==> config.mk <==
export PLATFORM = sky130hd
export DESIGN_NAME = util_io_loop_check
export DESIGN_NICKNAME = d
export VERILOG_FILES = /design/src/rtl/util_io_loop_check.sv
export SDC_FILE = /design/constraint.sdc
export NUM_CORES = 1
export LEC_CHECK = 0
export BUFFER_PORTS_ARGS = -buffer_cell sky130_fd_sc_hd__buf_2
export CAP_MARGIN = 10
export CELL_PAD_IN_SITES_DETAIL_PLACEMENT = 1
export CELL_PAD_IN_SITES_GLOBAL_PLACEMENT = 1
export CORE_ASPECT_RATIO = 1.2
export CORE_MARGIN = 2
export CORE_UTILIZATION = 40
export DETAILED_ROUTE_END_ITERATION = 8
export HOLD_SLACK_MARGIN = 0.06
export PLACE_DENSITY = 0.79
export SYNTH_ARGS = -nofsm -noshare
export SYNTH_HDL_FRONTEND = slang
export SYNTH_SLANG_ARGS = --single-unit
==> constraint.sdc <==
create_clock -name clk -period 5.6 [get_ports clk]
set_clock_uncertainty 0.15 [all_clocks]
set_input_delay 1.12 -clock clk [delete_from_list [all_inputs] [get_ports clk]]
set_output_delay 1.12 -clock clk [all_outputs]
set_load 0.02 [all_outputs]
==> src/rtl/util_io_loop_check.sv <==
// util_io_loop_check: compares loop-back io_state samples against a FIFO of
// launched io_expect words; keeps counters, sticky flags and first-error capture.
module util_io_loop_check #(
    parameter int IO_WIDTH  = 8,
    parameter int DEPTH     = 16,
    parameter int CNT_WIDTH = 32,
    localparam int AW       = $clog2(DEPTH),
    localparam int LW       = AW + 1
) (
    input  logic                 clk,
    input  logic                 rstn,
    input  logic                 enable,
    input  logic                 clear,
    input  logic [IO_WIDTH-1:0]  bit_mask,
    input  logic [IO_WIDTH-1:0]  io_expect,
    input  logic                 io_expect_valid,
    input  logic [IO_WIDTH-1:0]  io_state,
    input  logic                 io_state_valid,
    output logic                 cmp_error,
    output logic                 cmp_error_valid,
    output logic [CNT_WIDTH-1:0] sample_cnt,
    output logic [CNT_WIDTH-1:0] error_cnt,
    output logic [IO_WIDTH-1:0]  err_bits,
    output logic                 first_err_valid,
    output logic [IO_WIDTH-1:0]  first_err_state,
    output logic [IO_WIDTH-1:0]  first_err_expect,
    output logic [LW-1:0]        fifo_level,
    output logic                 overflow,
    output logic                 underflow
);

    logic [IO_WIDTH-1:0]  r_mem [DEPTH];
    logic [AW-1:0]        r_wptr;
    logic [AW-1:0]        r_rptr;
    logic [LW-1:0]        r_level;
    logic                 r_cmp_error;
    logic                 r_cmp_valid;
    logic [CNT_WIDTH-1:0] r_sample_cnt;
    logic [CNT_WIDTH-1:0] r_error_cnt;
    logic [IO_WIDTH-1:0]  r_err_bits;
    logic                 r_first_valid;
    logic [IO_WIDTH-1:0]  r_first_state;
    logic [IO_WIDTH-1:0]  r_first_expect;
    logic                 r_overflow;
    logic                 r_underflow;

    logic                 w_empty;
    logic                 w_full;
    logic                 w_pop;
    logic                 w_push;
    logic                 w_drop;
    logic                 w_under;
    logic [IO_WIDTH-1:0]  w_head;
    logic [IO_WIDTH-1:0]  w_diff;
    logic                 w_mis;

    // Empty is judged on the occupancy before this cycle: no push-to-pop bypass.
    always_comb begin
        w_empty = (r_level == '0);
        w_full  = (r_level == LW'(DEPTH));
        w_head  = r_mem[r_rptr];
        w_pop   = enable && io_state_valid && !w_empty;
        w_under = enable && io_state_valid && w_empty;
        w_push  = enable && io_expect_valid && (!w_full || w_pop);
        w_drop  = enable && io_expect_valid && !w_push;
        w_diff  = (io_state ^ w_head) & bit_mask;
        w_mis   = |w_diff;
    end

    always_ff @(posedge clk) begin
        if (!rstn || clear) begin
            for (int i = 0; i < DEPTH; i++) r_mem[i] <= '0;
            r_wptr         <= '0;
            r_rptr         <= '0;
            r_level        <= '0;
            r_cmp_error    <= 1'b0;
            r_cmp_valid    <= 1'b0;
            r_sample_cnt   <= '0;
            r_error_cnt    <= '0;
            r_err_bits     <= '0;
            r_first_valid  <= 1'b0;
            r_first_state  <= '0;
            r_first_expect <= '0;
            r_overflow     <= 1'b0;
            r_underflow    <= 1'b0;
        end else if (!enable) begin
            r_wptr      <= '0;
            r_rptr      <= '0;
            r_level     <= '0;
            r_cmp_valid <= 1'b0;
        end else begin
            if (w_push) begin
                r_mem[r_wptr] <= io_expect;
                r_wptr        <= r_wptr + AW'(1);
            end
            if (w_pop) r_rptr <= r_rptr + AW'(1);
            r_level     <= r_level + LW'(w_push) - LW'(w_pop);
            r_cmp_valid <= w_pop;
            if (w_pop) begin
                r_cmp_error <= w_mis;
                r_err_bits  <= r_err_bits | w_diff;
                if (r_sample_cnt != '1)
                    r_sample_cnt <= r_sample_cnt + CNT_WIDTH'(1);
                if (w_mis && r_error_cnt != '1)
                    r_error_cnt <= r_error_cnt + CNT_WIDTH'(1);
                if (w_mis && !r_first_valid) begin
                    r_first_valid  <= 1'b1;
                    r_first_state  <= io_state;
                    r_first_expect <= w_head;
                end
            end
            if (w_drop)  r_overflow  <= 1'b1;
            if (w_under) r_underflow <= 1'b1;
        end
    end

    assign cmp_error        = r_cmp_error;
    assign cmp_error_valid  = r_cmp_valid;
    assign sample_cnt       = r_sample_cnt;
    assign error_cnt        = r_error_cnt;
    assign err_bits         = r_err_bits;
    assign first_err_valid  = r_first_valid;
    assign first_err_state  = r_first_state;
    assign first_err_expect = r_first_expect;
    assign fifo_level       = r_level;
    assign overflow         = r_overflow;
    assign underflow        = r_underflow;

endmodule

==> metrics.yaml, run 1 <==
p_leak_uw: 0.00517
cts_sinks: 238
max_stage_delay_ns: 0.76
grt_max_degree: 54
stdcell_count: 1567
status: "finished, final reports clean"
fp.coreArea_mm2: 0.0280
critPathLaunchType: "flip-flop"
fin_tns_setup_ns: 0
clockBufferDepth: 3
layout-drive-gt1-share: 0.202
p_total_uw: 3860
numCtsBuffers: 26
wl_met1_um: 12600
mostFrequentLayoutCells: "and2_1, buf_2, edfxtp_1, dfxtp_1, nor2_1"
row_count: 67
dr.first_iter.drc_count: 400
cts_hold_buf: 0
antenna_found_initial: 1
nets: 1211
netlist_instances: 1054
peakVddDrop_mv: 0.285
placed_cells_incl_taps: 1515
viasPerCell: 5.45
post-cts-setup-buffers: 0
cts_tree: "built"
worst_ep_required_time_ns: 5.88
place.gp.congestion: 0.915
max_cap_viol_count: 0
clkTransAtPathRegs_ns: 0.06
ys_warn_count: 0
grt_pass1_vias: 8719
drcViolationCount: 0
synth_top_area_cell: "edfxtp_1"
ios: 128
drtPass1Iterations: 5
crit_type: "reg2reg"
cts_max_level: 1
die_w_um: 158
tightest_slew_ns: 1.24
die_h_um: 189
synth_nets: 1098
ys_seq_elements: 238
synth.area.top_cells: "edfxtp_1, dfxtp_1, and2_1"
io_buffers: 127
dieArea_mm2: 0.0299
critPathSlowestCell: "dfxtp_2"
detail-route-antenna-nets: 0
hp-class: "reg2reg"
async_reset_ff_frac: 0
crit_chain: "buf_4 > mux2_2 > o22ai_1 > a221o_1 > xor2_1 > o22ai_1 > nor4_4 > a21oi_2 > buf_4 > a31oi_1 > a311oi_1"
route.met2.wl_um: 16800
hold_viol_final: 0
crit_family: "compound AO/OA/AOI/OAI gates"
setup_viol: 0
synth_top_area_frac: 0.337
synth_cell_type_count: 64
crit_fanout: 27
worstPathArrival_ns: 4.12
wl_per_cell_um: 20.5
areaGrowthSynthToFinish_pct: 15.8
top_layer: "met4"
grt.total_usage: 0.212
drv_slew: 0
grt_pass1_wl_um: 49100
critPathBufInv: 2
vias: 8535
yosysSeqAreaShare: 0.530
fin_crit_ns: 3.84
crit_path_end_kind: "flip-flop"
period_share: 0.686
power_density_mw_per_mm2: 293
fmax_mhz: 260
clk_latency_ns: 0.54
cts-root-buf: "clkbuf_16"
synth-edff-count: 128
ctsResizeCount: 0
synth_ff_type: "edfxtp_1"
fin_hold_ws_ns: 0.308
dpl.hpwl_um: 22600
rsz0062_at_grt: "no"
synth_area_per_cell_um2: 10.8
layout_commonest_cell: "and2_1"
overflow: 0
wl_um: 32200
start_util: 0.407
dr_wl_met3_um: 1390
relSlewSlack: 0.165
synth_area_mm2: 0.0114
==> cells in the mapped netlist (10+ instances only) <==
master,number
xnor2_1,12
nand2b_1,18
nand2_1,63
o22ai_1,11
o21ai_0,29
inv_1,18
dfxtp_1,110
mux2i_1,40
a21oi_1,32
nor2_1,95
mux2_1,13
nand3_1,39
ha_1,13
buf_2,10
or3_1,18
and2_1,134
mux2_2,26
xor2_1,40
nand4_1,22
edfxtp_1,128
clkbuf_1,31
and3_1,16
==> stage by stage <==
stage,instance area (um2),utilization,worst slack (ns)
2_1_floorplan,11400,-,1.95
3_3_place_gp,12300,0.439,1.86
3_5_place_dp,12300,0.439,1.64
4_1_cts,13200,0.471,1.77
5_1_grt,13200,0.471,1.47
6_report,13200,0.471,1.76
==> final timing paths <==
path / cells past startpoint / slack, ns / start / to
worst max register to register: 11 / 1.76 / flip-flop / error_cnt[28]$_SDFFE_PP0P_
worst min-delay path: 2 / 0.31 / first_err_state[3]$_SDFFE_PP0P_ / first_err_state[3]$_SDFFE_PP0P_
worst max-delay path: 11 / 1.76 / flip-flop / error_cnt[28]$_SDFFE_PP0P_
worst min register to register: 2 / 0.31 / first_err_state[3]$_SDFFE_PP0P_ / first_err_state[3]$_SDFFE_PP0P_
==> metal layers <==
metal,vias to the layer above,track usage
li1,4010,-
met1,4247,0.244
met2,206,0.394
met3,72,0.0263
met4,0,0.0859
met5,-,0
==> power breakdown <==
group          internal [uW]  switching (uW)
Sequential              1880            16.3
Combinational           50.0             125
Clock                   1070             729
==> flip-flops by register name (all words and copies together), names as in the netlist, 5 cells and up, named ones only <==
register	cells
first_err_expect	8
fifo_level	5
r_mem	128
sample_cnt	32
error_cnt	32
first_err_state	8
err_bits	8
==> worst min-delay path: cells and delay by family (launching register included) <==
family	cells	cell delay [ns]
AO/OA/AOI/OAI	1	0.06
flip-flops	1	0.31
AND/OR/NAND/NOR	1	0.05
==> cells by family after synthesis <==
group           count (synthesis)  share of synthesized area
compound gates                145                     0.0901
xor+xnor                       52                     0.0399
fa+ha+maj                      14                     0.0160
buf+inv                        75                     0.0354
flops                         238                      0.530
mux                            79                     0.0736
simple gates                  451                      0.215
==> final cells by class <==
cell class | instances | area, um2
flip-flops and latches | 238 | 6050
well taps | 379 | 474
clock inverters | 17 | 206
fillers | 3119 | 14800
multi-input cells | 741 | 4970
diodes | 1 | 2.50
inverters | 18 | 67.6
clock buffers | 31 | 689
repair buffers | 142 | 741
(Power assumes the default switching activity.)
==> run 2, diff against run 1 <==
--- a/config.mk
+++ b/config.mk
@@ -5,6 +5,7 @@
 export SDC_FILE = /design/constraint.sdc
 export NUM_CORES = 1
 export LEC_CHECK = 0
+export ABC_AREA = 1
 export BUFFER_PORTS_ARGS = -buffer_cell sky130_fd_sc_hd__buf_2
 export CAP_MARGIN = 10
 export CELL_PAD_IN_SITES_DETAIL_PLACEMENT = 1
@@ -14,7 +15,7 @@
 export CORE_UTILIZATION = 40
 export DETAILED_ROUTE_END_ITERATION = 8
 export HOLD_SLACK_MARGIN = 0.06
-export PLACE_DENSITY = 0.79
+export PLACE_DENSITY = 0.84
 export SYNTH_ARGS = -nofsm -noshare
 export SYNTH_HDL_FRONTEND = slang
 export SYNTH_SLANG_ARGS = --single-unit
==> constraint.sdc (replaced) <==
create_clock -name clk -period 3.8 [get_ports clk]
set_clock_uncertainty 0.15 [all_clocks]
set_input_delay 0.76 -clock clk [delete_from_list [all_inputs] [get_ports clk]]
set_output_delay 0.76 -clock clk [all_outputs]
set_load 0.02 [all_outputs]
==> metrics.yaml, run 2 <==
status: "finished, final reports clean"  # unchanged
numCtsBuffers: 27  # was 26
finalInstanceArea_mm2: 0.0138  # was 0.0132 mm2
cts_max_level: 1  # unchanged
mostFrequentLayoutCells: "nand2_1, nor2_1, inv_1, nand3_1, edfxtp_1"  # was and2_1, buf_2, edfxtp_1, dfxtp_1, nor2_1
vias: 11000  # was 8535
regMostFlops: "r_mem"  # unchanged
power_density_mw_per_mm2: 419  # was 293 mW/mm2
dpl.hpwl_um: 26600  # was 22600 um
worstPathArrival_ns: 3.74  # was 4.12 ns
cts-root-buf: "clkbuf_16"  # unchanged
grt.total_usage: 0.243  # was 0.212
synth_top_area_cell: "edfxtp_1"  # unchanged
clk_latency_ns: 0.54  # about the same
nFillCells: 3783  # was 3119
rsz0062_at_grt: "no"  # unchanged
hp-class: "reg2reg"  # unchanged
clockBufferDepth: 3  # unchanged
max_cap_viol_count: 0  # unchanged
async_reset_ff_frac: 0  # unchanged
crit_type: "reg2reg"  # unchanged
drtPass1Iterations: 5  # unchanged
fin_tns_setup_ns: 0  # unchanged
placed_cells_incl_taps: 2070  # was 1515
synth_ff_type: "edfxtp_1"  # unchanged
setup_viol: 0  # unchanged
detail-route-antenna-nets: 0  # unchanged
fmax_mhz: 294  # was 260 MHz
critPathSlowestCell: "buf_4"  # was dfxtp_2
utilization: 0.469  # was 0.471
critPathLaunchType: "flip-flop"  # unchanged
worstRegToRegCells: 16  # was 11
synth-edff-count: 128  # unchanged
p_leak_uw: 0.00622  # was 0.00517 uW
overflow: 0  # unchanged
synth_area_per_cell_um2: 7.49  # was 10.8 um2
dieArea_mm2: 0.0314  # was 0.0299 mm2
hold_viol_final: 0  # unchanged
dr.first_iter.drc_count: 781  # was 400
viasPerCell: 5.19  # was 5.45
rrSetupSlack_ns: 0.39  # was 1.76 ns
crit_chain: "buf_4 > nor2_1 > nor2_1 > o21ai_0 > nand3_1 > nand3_1 > nand3_1 > nand3_1 > nand2_1 > nor2_1 > nand2_1 > buf_4 > nand3_2 > nand2_1 > nand2_1 > nor2_1"  # was buf_4 > mux2_2 > o22ai_1 > a221o_1 > xor2_1 > o22ai_1 > nor4_4 > a21oi_2 > buf_4 > a31oi_1 > a311oi_1
drv_slew: 0  # unchanged
synth.area.top_cells: "edfxtp_1, dfxtp_1, nand2_1"  # was edfxtp_1, dfxtp_1, and2_1
grt_max_degree: 68  # was 54
fin_crit_ns: 3.41  # was 3.84 ns
tightest_slew_ns: 1.03  # was 1.24 ns
worstSetupEndpoint: "error_cnt[10]$_SDFFE_PP0P_"  # was error_cnt[28]$_SDFFE_PP0P_
clkTransAtPathRegs_ns: 0.06  # about the same
worst_ep_required_time_ns: 4.13  # was 5.88 ns
cts_hold_buf: 0  # unchanged
wl_um: 38100  # was 32200 um
peakVddDrop_mv: 0.300  # was 0.285 mV
die_w_um: 162  # was 158 um
relSlewSlack: 0.313  # was 0.165
fp.coreArea_mm2: 0.0295  # was 0.0280 mm2
cts_tree: "built"  # unchanged
crit_path_end_kind: "flip-flop"  # unchanged
areaGrowthSynthToFinish_pct: 15.5  # was 15.8%
wl_per_cell_um: 18.0  # was 20.5 um
die_h_um: 194  # was 189 um
crit_fanout: 66  # was 27
max_stage_delay_ns: 0.55  # was 0.76 ns
reg2reg_to: "error_cnt[10]$_SDFFE_PP0P_"  # was error_cnt[28]$_SDFFE_PP0P_
dpl_cell_area_mm2: 0.0129  # was 0.0123 mm2
start_util: 0.406  # was 0.407
diodes: 0  # was 1
synth_most_common_cell: "nand2_1"  # was and2_1
period_share: 0.896  # was 0.686
synth_top_area_frac: 0.321  # was 0.337
synth_commonest_cells: "nand2_1, nor2_1, inv_1, nand3_1, edfxtp_1"  # was and2_1, edfxtp_1, dfxtp_1, nor2_1, nand2_1
grt_pass1_wl_um: 60900  # was 49100 um
grt_pass1_vias: 11600  # was 8719
stdcell_count: 2119  # was 1567
place.gp.congestion: 0.860  # was 0.915
synth_nets: 1644  # was 1098
layout_commonest_cell: "nand2_1"  # was and2_1
ios: 128  # unchanged
drcViolationCount: 0  # unchanged
ys_warn_count: 0  # unchanged
row_count: 69  # was 67
antenna_found_initial: 0  # was 1
ctsResizeCount: 0  # unchanged
post-cts-setup-buffers: 0  # unchanged
synth_area_mm2: 0.0120  # was 0.0114 mm2
ys_seq_elements: 238  # unchanged
yosysSeqAreaShare: 0.505  # was 0.530
nets: 1753  # was 1211
largest_register_ffs: 128  # unchanged
cts_sinks: 238  # unchanged
synth_cell_type_count: 34  # was 64
io_buffers: 127  # unchanged
netlist_instances: 1600  # was 1054
layout-drive-gt1-share: 0.115  # was 0.202
## run 2: power by group
part	switching (uW)	internal [uW]
Sequential	23.6	2760
Clock	1080	1680
Combinational	186	57.5
## run 2: critical path: cells and delay by family (launching register included)
family / cells / cell delay, ns
AND/OR/NAND/NOR: 13 / 1.90
buffers and inverters: 2 / 0.80
AO/OA/AOI/OAI: 1 / 0.11
flip-flops: 1 / 0.34
## run 2: cells by family after synthesis
logic type	after synthesis	share of synthesized area
xor gates and xnor gates	18	0.0132
and+or+nand+nor	971	0.335
AOI/OAI and AO/OA	77	0.0350
buffers and inverters	282	0.0971
DFF	238	0.505
adders and majority gates	14	0.0152
## run 2: worst min-delay path by stage
stage | startpoint | to | slack [ns] | depth (start not counted)
after CTS | err_bits[2]$_SDFFE_PP0P_ | err_bits[2]$_SDFFE_PP0P_ | 0.32 | 2
final | err_bits[2]$_SDFFE_PP0P_ | err_bits[2]$_SDFFE_PP0P_ | 0.32 | 2
after global routing | io_state[1] | first_err_state[1]$_SDFFE_PP0P_ | 0.35 | 3
after global placement | err_bits[2]$_SDFFE_PP0P_ | err_bits[2]$_SDFFE_PP0P_ | 0.30 | 2
after floorplan | r_rptr[2]$_SDFFE_PP0N_ | flip-flop | 0.32 | 2
after detailed placement | err_bits[2]$_SDFFE_PP0P_ | err_bits[2]$_SDFFE_PP0P_ | 0.31 | 2
## run 2: per-stage QoR
stage	setup WS, ns	hold slack, ns	power (uW)
after floorplan	0.806	0.316	2980
after global placement	0.410	0.304	3070
after detailed placement	0.253	0.312	3080
after CTS	0.388	0.325	5830
after global routing	0.0686	0.346	5950
final	0.394	0.322	5790
## run 2: cell type report
type	count	area, um2	share of cell area
flip-flops and latches	238	6050	0.437
multi-input cells	1080	4780	0.345
clock buffers	43	860	0.0621
inverters	218	818	0.0591
repair buffers	144	763	0.0551
well taps	390	488	0.0353
clock inverters	6	83.8	0.00606
## run 2: layer usage
layer	part of all wire	GRT usage	wire (um)
met1	0.40	0.288	15300
met2	0.51	0.443	19500
met3	0.050	0.0339	1920
met4	0.036	0.0911	1390
met5	0	0	0
==> run 3, diff against run 2 <==
--- a/config.mk
+++ b/config.mk
@@ -15,6 +15,7 @@
 export CORE_UTILIZATION = 40
 export DETAILED_ROUTE_END_ITERATION = 8
 export HOLD_SLACK_MARGIN = 0.06
+export MAX_ROUTING_LAYER = met4
 export PLACE_DENSITY = 0.84
 export SYNTH_ARGS = -nofsm -noshare
 export SYNTH_HDL_FRONTEND = slang
==> metrics.yaml, run 3 (synthesis results as in run 2) <==
areaGrowthSynthToFinish_pct: 15.5  # unchanged
dieArea_mm2: 0.0314  # unchanged
die_w_um: 162  # unchanged
worstSetupEndpoint: "error_cnt[0]$_SDFFE_PP0P_"  # was error_cnt[10]$_SDFFE_PP0P_
place.gp.congestion: 0.873  # was 0.860
drcViolationCount: 0  # unchanged
utilization: 0.469  # unchanged
fin_crit_ns: 3.44  # was 3.41 ns
drv_slew: 0  # unchanged
fp.coreArea_mm2: 0.0295  # unchanged
worstRegToRegCells: 16  # unchanged
regMostFlops: "r_mem"  # unchanged
io_buffers: 127  # unchanged
placed_cells_incl_taps: 2070  # unchanged
grt.total_usage: 0.251  # was 0.243
overflow: 0  # unchanged
fin_tns_setup_ns: 0  # unchanged
ctsResizeCount: 0  # unchanged
pwr-share-comb: 0.042  # about the same
layout_commonest_cell: "nand2_1"  # unchanged
cts_hold_buf: 0  # unchanged
cts-root-buf: "clkbuf_16"  # unchanged
grt_pass1_wl_um: 60900  # about the same
relSlewSlack: 0.331  # was 0.313
antenna_found_initial: 0  # unchanged
fmax_mhz: 291  # was 294 MHz
nFillCells: 3783  # unchanged
mostFrequentLayoutCells: "nand2_1, nor2_1, inv_1, nand3_1, edfxtp_1"  # unchanged
crit_path_end_kind: "flip-flop"  # unchanged
die_h_um: 194  # unchanged
clk_latency_ns: 0.54  # about the same
reg2reg_to: "error_cnt[0]$_SDFFE_PP0P_"  # was error_cnt[10]$_SDFFE_PP0P_
rrSetupSlack_ns: 0.36  # was 0.39 ns
power_frac_seq: 0.481  # about the same
crit_fanout: 66  # unchanged
switchingPower_uw: 1290  # about the same
setup_viol: 0  # unchanged
critPathLaunchType: "flip-flop"  # unchanged
max_cap_viol_count: 0  # unchanged
peakVddDrop_mv: 0.302  # was 0.300 mV
worst_slack_ns: 0.365  # was 0.394 ns
detail-route-antenna-nets: 0  # unchanged
drtPass1Iterations: 5  # unchanged
wl_um: 38100  # about the same
rsz0062_at_grt: "no"  # unchanged
dpl.hpwl_um: 26600  # unchanged
post-cts-setup-buffers: 0  # unchanged
layout-drive-gt1-share: 0.115  # unchanged
crit_type: "reg2reg"  # unchanged
swShare: 0.223  # about the same
ios: 128  # unchanged
wl_per_cell_um: 18.0  # about the same
cts_max_level: 1  # unchanged
clockBufferDepth: 3  # unchanged
status: "finished, final reports clean"  # unchanged
diodes: 0  # unchanged
worstPathArrival_ns: 3.76  # was 3.74 ns
grt_max_degree: 68  # unchanged
tightest_slew_ns: 1.00  # was 1.03 ns
intPower_uw: 4500  # about the same
start_util: 0.406  # unchanged
row_count: 69  # unchanged
p_total_uw: 5790  # about the same
stdcell_count: 2119  # unchanged
largest_register_ffs: 128  # unchanged
viasPerCell: 5.19  # about the same
hp-class: "reg2reg"  # unchanged
clockPowerShare: 0.477  # about the same
dr.first_iter.drc_count: 765  # was 781
vias: 11000  # about the same
power_density_mw_per_mm2: 419  # about the same
clkTransAtPathRegs_ns: 0.06  # about the same
p_leak_uw: 0.00622  # unchanged
nets: 1753  # unchanged
grt_pass1_vias: 11600  # about the same
pre_cts_ws_ns: 0.253  # unchanged
cts_tree: "built"  # unchanged
numCtsBuffers: 27  # unchanged
period_share: 0.904  # was 0.896
cts_sinks: 238  # unchanged
hold_viol_final: 0  # unchanged
worst_ep_required_time_ns: 4.13  # about the same
==> run 3: cell counts in the layout (fill, tap and decap cells not counted) <==
Identical to the previous run, type by type.
==> run 3: area by class of cell <==
| class | count | area (um2) | share of cell area |
|---|---|---|---|
| clock inverters | 6 | 83.8 | 0.00606 |
| clock buffers | 43 | 860 | 0.0621 |
| inverters | 218 | 818 | 0.0591 |
| flip-flops and latches | 238 | 6050 | 0.437 |
| well taps | 390 | 488 | 0.0353 |
| repair buffers | 144 | 763 | 0.0551 |
| multi-input cells | 1080 | 4780 | 0.345 |
==> run 3: worst max-delay path, cell delays in order, from the launching register on <==
cell     delay [ns]
dfxtp_2        0.34
buf_4          0.55
nor2_1         0.15
nor2_1         0.12
o21ai_0        0.11
nand3_1        0.16
nand3_1        0.18
nand3_1        0.13
nand3_1        0.11
nand2_1        0.07
nor2_1         0.04
nand2_1        0.28
buf_4          0.25
nand3_2        0.32
nand2_1        0.16
nand2_1        0.06
nor2_1         0.13
==> run 3: stage by stage <==
step	area, um2	hold WS [ns]
floorplan	12000	0.316
global placement	12900	0.304
detailed placement	12900	0.312
CTS	13800	0.325
global route	13800	0.345
finish	13800	0.321
==> run 3: worst min-delay path by stage <==
stage / cells past startpoint / endpoint / start / slack [ns]
after global routing: 3 / first_err_state[1]$_SDFFE_PP0P_ / io_state[1] / 0.35
final: 2 / err_bits[2]$_SDFFE_PP0P_ / err_bits[2]$_SDFFE_PP0P_ / 0.32
after floorplan: 2 / flip-flop / r_rptr[2]$_SDFFE_PP0N_ / 0.32
after CTS: 2 / err_bits[2]$_SDFFE_PP0P_ / err_bits[2]$_SDFFE_PP0P_ / 0.32
after detailed placement: 2 / err_bits[2]$_SDFFE_PP0P_ / err_bits[2]$_SDFFE_PP0P_ / 0.31
after global placement: 2 / err_bits[2]$_SDFFE_PP0P_ / err_bits[2]$_SDFFE_PP0P_ / 0.30
==> run 3: power groups by stage <==
stage,sequential [uW],clock [uW],combinational [uW]
2_1_floorplan,2830,0,147
3_3_place_gp,2840,0,231
3_5_place_dp,2840,0,241
4_1_cts,2790,2800,243
5_1_grt,2790,2900,269
6_report,2790,2760,244
==> run 3: metal layers <==
| metal | global-route usage | up-vias | share of wire |
|---|---|---|---|
| met3 | 0.0347 | 94 | 0.046 |
| met4 | 0.0911 | 0 | 0.036 |
| met2 | 0.443 | 271 | 0.51 |
| met5 | - | - | 0 |
| met1 | 0.288 | 5361 | 0.41 |
| li1 | - | 5279 | - |
